$ cat src/rtl/vga_cursor_gen.sv
// Text-mode cursor overlay: frame-shadowed cursor registers, hardware blink,
// and a fixed-latency hit pipeline aligned with the glyph fetch.
module vga_cursor_gen #(
  parameter int BLINK_FRAMES = 16,
  parameter int PIPE_DELAY   = 2
) (
  input  logic        clk,
  input  logic        reset,
  input  logic        frame_start,
  input  logic        cursor_enabled,
  input  logic [14:0] cursor_pos,
  input  logic [2:0]  cursor_scan_start,
  input  logic [2:0]  cursor_scan_end,
  input  logic        char_valid,
  input  logic [14:0] char_addr,
  input  logic [2:0]  scanline,
  output logic        cursor_active,
  output logic        blink_phase
);

  localparam int CW = (BLINK_FRAMES > 1) ? $clog2(BLINK_FRAMES) : 1;
  localparam logic [CW-1:0] LAST_FRAME = CW'(BLINK_FRAMES - 1);

  logic                  shadow_enabled;
  logic [14:0]           shadow_pos;
  logic [2:0]            shadow_start;
  logic [2:0]            shadow_end;
  logic [CW-1:0]         frame_cnt;
  logic                  blink_q;
  logic                  hit;
  logic [PIPE_DELAY-1:0] pipe;

  // Shadows only move at frame_start so a CPU write can never tear a frame.
  always_ff @(posedge clk) begin
    if (reset) begin
      shadow_enabled <= 1'b0;
      shadow_pos     <= '0;
      shadow_start   <= '0;
      shadow_end     <= '0;
      frame_cnt      <= '0;
      blink_q        <= 1'b1;
    end else if (frame_start) begin
      shadow_enabled <= cursor_enabled;
      shadow_pos     <= cursor_pos;
      shadow_start   <= cursor_scan_start;
      shadow_end     <= cursor_scan_end;
      if (frame_cnt == LAST_FRAME) begin
        frame_cnt <= '0;
        blink_q   <= ~blink_q;
      end else begin
        frame_cnt <= frame_cnt + CW'(1);
      end
    end
  end

  // Inverted scan ranges simply never match; there is no split cursor.
  always_comb begin
    hit = char_valid & shadow_enabled & blink_q &
          (char_addr == shadow_pos) &
          (shadow_start <= scanline) & (scanline <= shadow_end);
  end

  always_ff @(posedge clk) begin
    if (reset) begin
      pipe <= '0;
    end else begin
      pipe[0] <= hit;
      for (int i = 1; i < PIPE_DELAY; i++) begin
        pipe[i] <= pipe[i-1];
      end
    end
  end

  assign cursor_active = pipe[PIPE_DELAY-1];
  assign blink_phase   = blink_q;

endmodule

$ cat config.mk
export PLATFORM = sky130hd
export DESIGN_NAME = vga_cursor_gen
export DESIGN_NICKNAME = d
export VERILOG_FILES = /design/src/rtl/vga_cursor_gen.sv
export SDC_FILE = /design/constraint.sdc
export NUM_CORES = 1
export LEC_CHECK = 0
export CELL_PAD_IN_SITES_DETAIL_PLACEMENT = 1
export CELL_PAD_IN_SITES_GLOBAL_PLACEMENT = 1
export CORE_ASPECT_RATIO = 1.25
export CORE_MARGIN = 5
export CORE_UTILIZATION = 33
export CTS_CLUSTER_DIAMETER = 150
export DETAILED_ROUTE_END_ITERATION = 7
export PLACE_DENSITY_LB_ADDON = 0.1
export SLEW_MARGIN = 40
export SYNTH_ARGS = -nofsm -noshare
export SYNTH_HDL_FRONTEND = slang
export SYNTH_SLANG_ARGS = --single-unit
export TNS_END_PERCENT = 30
$ cat constraint.sdc
create_clock -name clk -period 1.65 [get_ports clk]
set_input_delay 0.33 -clock clk [delete_from_list [all_inputs] [get_ports clk]]
set_output_delay 0.33 -clock clk [all_outputs]
set_load 0.01 [all_outputs]
# Yosys cells after proc, flatten, opt, wreduce, memory -nomap -nowiden
# Index checks and enable logic that the tools add are counted.
# word_totals
reg_bits	29
in_bits	44
out_inout_bits	2
# op_classes
add_sub_neg	1
n_lt_le_gt_ge	2
eq_ne	2
muxes	1
bitwise_logic	6
n_reduce_logical	1
# op_table
cell	count
15-bit == test	1
3-bit <= comparator	2
1-bit bitwise AND	5
4-bit by 1-bit adder with 4-bit output (second input constant)	1
4-bit == test (second input constant)	1
4-bit two-way mux	1
2-bit AND reduction	1
1-bit NOT	1

# Logic depth before layout (Yosys ltp)
# Gate-level depths: netlist (run 1).
# depth
ltp_word	5
ltp_mapped	6
mapped_depth_nobuf	6

# Worst setup path after synthesis (run 1)
# Ideal clock, no wire load.
# synth_path
kind	input to register
from	input port scanline[1]
to	register pipe[0]
setup_time_ns	0.086
arrival_time_ns	1.145
slack_ns	0.419
stages	5
path_buffers	0
cell_sequence	ha_1 > nor2b_1 > o21ai_0 > nand2b_1 > a221oi_2
# synth_between
elab_chain_cells	3
# synth_lines
item	line	rtl
start: declaration	16	input logic [2:0] scanline,
3-bit <= comparator	60	(shadow_start <= scanline) & (scanline <= shadow_end);
1-bit bitwise AND	59	(char_addr == shadow_pos) &
1-bit bitwise AND *	60	
end signal: assignment	67	pipe[0] <= hit;
end signal: indexed assignment	69	pipe[i] <= pipe[i-1];
end: declaration	31	logic [PIPE_DELAY-1:0] pipe;
# Mark *: on every way between the ends. The rest lies on a longest branch, timed or not.
# A chain may end at the register's enable or synchronous reset.

# Final worst setup path (run 1)
# layout_path
from	register blink_q, in the netlist blink_phase
to	output port blink_phase
# layout_rtl
item	line	rtl
start: declaration	29	logic blink_q;
start signal: assignment	49	blink_q <= ~blink_q;
end: declaration	18	output logic blink_phase
# No word-level cell between the ends.

==> flow_summary.yaml, run 1 <==
outcome:
  status: "finished, final reports clean"
global_route:
  grt_pass1_wl_um: 6070
  grt_pass1_vias: 1328
  antenna_found_initial: 0
  grt.total_usage: 0.148
  grt_max_degree: 29
  overflow: 0
synth:
  synth_edf_count: 0
  ys.flop_type: "dfxtp_1"
  async_flop_share: 0
  synth_area_leaders: "dfxtp_1, mux2i_1, xor2_1"
  netlist_area_um2: 1360
  synth_cell_type_count: 24
  synth_common_cells: "dfxtp_1, nor2_1, mux2i_1"
  avgSynthCellArea_um2: 9.80
  yosysMostFrequentCell: "dfxtp_1"
  yosysWarnings: 0
  yosys.area.top_type: "dfxtp_1"
  ys_ff_latch: 29
  syn_inst: 139
  seq_area_frac_synth: 0.426
  syn_nets: 190
  netlist.area_leader.share: 0.426
min_path:
  hp-class: "reg -> reg"
  worstHoldPathCells: 1
  min_from: "pipe[0]"
  whs_endpoint: "pipe[1]"
worst_setup_path:
  critical_path_buf_inv_count: 1
  reg2reg_depth: 5
  critical_path_class: "reg -> out"
  r2r_end: "pipe[0]"
  endpoint_kind: "primary output"
  crit_path_cell_trace: "clkdlybuf4s50_1"
  slowest_delay_ps: 560
  reg2reg_slack_ps: 240
  crit_path_start_kind: "flop"
  crit_slowest_cell: "clkdlybuf4s50_1"
  crit_fanout: 3
  cp_data_arrival_time_ps: 1230
  worstPathRequired_ps: 1320
  cp_top_family: "buffers and inverters"
  r2r-start: "shadow_pos[13]"
clock_tree:
  cts.path.max_buffers: 2
  numClockSinks: 29
  clk_latency_ps: 280
  clk_pin_slew_ps: 60
  cts_setup_buffers: 0
  cts_buffers: 5
  cts_max_level: 2
  cts_tree: "built"
  holdBufCountCts: 0
  cts_resized: 0
  root_buffer: "clkbuf_8"
sta:
  skew_ps: 4.26
  finalCritPeriodShare: 0.943
  fmax_ghz: 0.643
  worstMarginPinSlew_ps: 331
  rsz0062_at_grt: "false"
  hold-worst-slack_ps: 470
  setup_viol: 0
  drv_slew: 0
  hold_violations: 0
  min_period_ps: 1560
  max-slew-margin-rel: 0.777
pwr:
  leakage_nw: 0.875
  clock_power_share: 0.347
  p_per_area_nw_per_um2: 806
  switching_power_uw: 396
  internal_power_mw: 1.20
  p_seq_frac: 0.478
  vdd_drop_max_v: 0.000360
  swShare: 0.248
  comb_power_share: 0.175
route:
  drtAntennaViolNets: 0
  vias: 1131
  avgRoutedWirePerCell_um: 14.2
  drt_drc_violations_left: 0
  first_pass_iters: 4
  vias_per_cell: 4.58
  drt_wl_total_um: 3520
  drtIter0Drc: 33
finish:
  area_growth_syn_to_layout_pct: 45.5
  num_antenna_cells: 0
  drive_gt1_frac: 0.0681
  fin_util: 0.492
  nets: 241
floorplanning:
  coreArea_um2: 4030
  fp.dieW_um: 67.5
  dieArea_um2: 5520
  initial_core_util: 0.338
  num_rows: 26
  die_height_um: 81.8
  io_pins: 46
place:
  dp_hpwl_um: 2770
  io_buffers: 45
  gp_congestion: 0.745
run:
  drv_cap: 0
cells in the final DEF, fill, tap and decap left out:
cell	n
clkdlybuf4s50_1	45
dfxtp_1	29
nor2_1	26
mux2i_1	24
xor2_1	17
ha_1	7
inv_1	6
clkbuf_8	5
nor4_1	4
buf_4	4
nor2b_1	3
nand2b_1	3
nand3_1	3
nand4_1	2
clkinv_2	2
nand2_1	1
a31oi_1	1
o21ai_0	1
o21ai_1	1
nand4b_1	1
a221oi_2	1
a41oi_1	1
a21oi_1	1
nor3_1	1
clkbuf_1	1
buf_12	1
power by group through the flow:
stage,Clock (mW),Combinational [mW],Sequential (mW)
floorplan,0,0.135,0.771
global placement,0,0.271,0.776
detailed placement,0,0.284,0.778
CTS,0.579,0.287,0.763
global route,0.607,0.312,0.768
finish,0.555,0.280,0.763
layer usage:
metal  vias to the layer above  global-route usage  part of all wire
li1                        573                   -                 -
met3                         2              0.0520             0.067
met1                       525               0.155              0.39
met5                         -                   0                 0
met2                        31               0.269              0.54
met4                         0              0.0487            0.0054
logic make-up (layout without fill, tap and decap cells):
logic type | after synthesis | in the layout | synth area share
flip-flops | 29 | 29 | 0.426
buffers and inverters | 12 | 64 | 0.0404
adder cells (fa/ha/maj) | 7 | 7 | 0.0643
XOR/XNOR | 17 | 17 | 0.109
AO/OA/AOI/OAI | 6 | 6 | 0.0330
AND/OR/NAND/NOR | 44 | 44 | 0.151
multiplexers | 24 | 24 | 0.176
how the worst max path moves through the flow:
stage	start	endpoint	slack, ps	cells past startpoint
after floorplan	scanline[1]	pipe[0]	420	5
after global placement	char_addr[13]	pipe[0]	-110	6
after detailed placement	scanline[1]	pipe[0]	-200	6
after CTS	blink_phase	blink_phase	80	1
after global routing	scanline[1]	pipe[0]	20	6
final	blink_phase	blink_phase	90	1
final cells by class:
class / instances / area (um^2)
timing repair buffer: 50 / 500
fill: 493 / 2050
multi-input combinational: 98 / 727
clock buffer: 6 / 72.6
clock inverter: 2 / 10.0
sequential: 29 / 581
inverter: 6 / 22.5
tap: 56 / 70.1
per-stage QoR:
stage          power [mW]  setup TNS [ps]  cells  instance area [um^2]  setup WS, ps
2_1_floorplan       0.906               0    139                  1360           419
3_3_place_gp         1.05            -112    239                  1900          -112
3_5_place_dp         1.06            -199    239                  1900          -199
4_1_cts              1.63               0    247                  1980          75.4
5_1_grt              1.69               0    247                  1980          21.6
6_report             1.60               0    247                  1980          94.0
sequential cells by signal, summed over array words and instances, names as in the netlist:
signal and cells:
shadow_pos 15, frame_cnt 4, shadow_end 3, shadow_start 3, blink_phase 1, pipe 2, shadow_enabled 1
(Power assumes the default switching activity.)
==> inputs of run 2 (changes only) <==
- SKIP_CTS_REPAIR_TIMING: unset -> 1
- SKIP_LAST_GASP: unset -> 1
==> results of run 2 <==
Same layout as run 1: the final DEF is identical, and so are final timing and power.
==> inputs of run 3 (changes only) <==
- PLACE_DENSITY: unset -> 0.83
- PLACE_DENSITY_LB_ADDON: 0.1 -> unset
- RECOVER_POWER: unset -> 50
- SLEW_MARGIN: 40 -> 20
==> flow_summary.yaml, run 3 (synthesis results as in run 1) <==
outcome:
  status: "finished, final reports clean"
floorplanning:
  initial_core_util: 0.338
  io_pins: 46
  coreArea_um2: 4030
  die_height_um: 81.8
  num_rows: 26
  fp.dieW_um: 67.5
  dieArea_um2: 5520
clock_tree:
  clk_pin_slew_ps: 60
  cts.path.max_buffers: 2
  numClockSinks: 29
  cts_buffers: 5
  root_buffer: "clkbuf_8"
  cts_max_level: 2
  clk_latency_ps: 270
  cts_tree: "built"
worst_setup_path:
  worstSetupPathDepth: 1
  reg2reg_slack_ps: 280
  crit_slowest_cell: "clkdlybuf4s50_1"
  slowest_delay_ps: 560
  worstPathRequired_ps: 1320
  reg2reg_depth: 6
  crit_fanout: 3
  cp_data_arrival_time_ps: 1220
  endpoint_kind: "primary output"
  cp_top_family: "buffers and inverters"
  crit_path_cell_trace: "clkdlybuf4s50_1"
  critical_path_buf_inv_count: 1
  critical_path_class: "reg -> out"
  crit_path_start_kind: "flop"
min_path:
  worstHoldPathCells: 1
  hp-class: "reg -> reg"
place:
  dp_hpwl_um: 3010
  dp_cells: 237
  place_worst_setup_slack_ps: -170
  io_buffers: 45
  gp_congestion: 0.746
finish:
  largestRegisters: "shadow_pos (15), frame_cnt (4)"
  n_fill_cell: 496
  area_growth_syn_to_layout_pct: 44.1
  fin_util: 0.487
  drive_gt1_frac: 0.0476
  final_common_cell: "clkdlybuf4s50_1"
  num_antenna_cells: 0
  most-common-layout-cells: "clkdlybuf4s50_1, dfxtp_1, nor2_1, mux2i_1, xor2_1"
  final-instance-count-excl-fill: 245
  nets: 239
  largest_reg_flops: 15
  regMostFlops: "shadow_pos"
pwr:
  vdd_drop_max_v: 0.000387
  p_per_area_nw_per_um2: 807
  power_mw: 1.58
  leakage_nw: 0.859
route:
  drtIter0Drc: 25
  drtAntennaViolNets: 0
  drt_drc_violations_left: 0
  avgRoutedWirePerCell_um: 14.8
  vias_per_cell: 4.73
  first_pass_iters: 5
  vias: 1158
  drt_wl_total_um: 3620
sta:
  hold-worst-slack_ps: 441
  drv_slew: 0
  worstMarginPinSlew_ps: 545
  hold_violations: 0
  finalCritPeriodShare: 0.939
  setup_viol: 0
  skew_ps: 3.77
  setup_ws_ps: 101
  min_period_ps: 1550
  fmax_ghz: 0.646
  rsz0062_at_grt: "false"
  max-slew-margin-rel: 0.636
global_route:
  grt_max_degree: 29
  grt_pass1_wl_um: 5840
  antenna_found_initial: 0
  grt.total_usage: 0.144
  grt_pass1_vias: 1355
  overflow: 0
run:
  drv_cap: 0
[run 3: layout make-up]
| cell class | instances | area (um^2) | area share |
|---|---|---|---|
| multi-input cells | 98 | 727 | 0.370 |
| clock buffers | 8 | 80.1 | 0.0408 |
| flip-flops and latches | 29 | 581 | 0.296 |
| inverters | 6 | 22.5 | 0.0115 |
| repair buffers | 48 | 483 | 0.246 |
| well taps | 56 | 70.1 | 0.0357 |
[run 3: through the flow]
stage | cell area [um^2] | setup TNS [ps]
after floorplan | 1360 | 0
after global placement | 1890 | -108
after detailed placement | 1890 | -170
after CTS | 1970 | 0
after global routing | 1960 | 0
final | 1960 | 0
[run 3: where the power goes]
group          internal [mW]  total (mW)  switching (mW)
clock network          0.299       0.544           0.246
logic                  0.168       0.276           0.108
registers              0.737       0.764          0.0263
total                   1.20        1.58           0.380
[run 3: path summary, 6_finish.rpt]
| check | start | endpoint |
|---|---|---|
| worst max-delay path | blink_phase | blink_phase |
| worst min-delay path | pipe[0] | pipe[1] |
| worst max register to register | shadow_end[1] | pipe[0] |
| worst min register to register | pipe[0] | pipe[1] |
[run 3: layer usage]
layer / routed length, um / global-route usage / share of wire
met1: 1380 / 0.136 / 0.38
met4: 64 / 0.0609 / 0.018
met5: 0 / 0 / 0
met3: 200 / 0.0479 / 0.055
met2: 1980 / 0.275 / 0.55
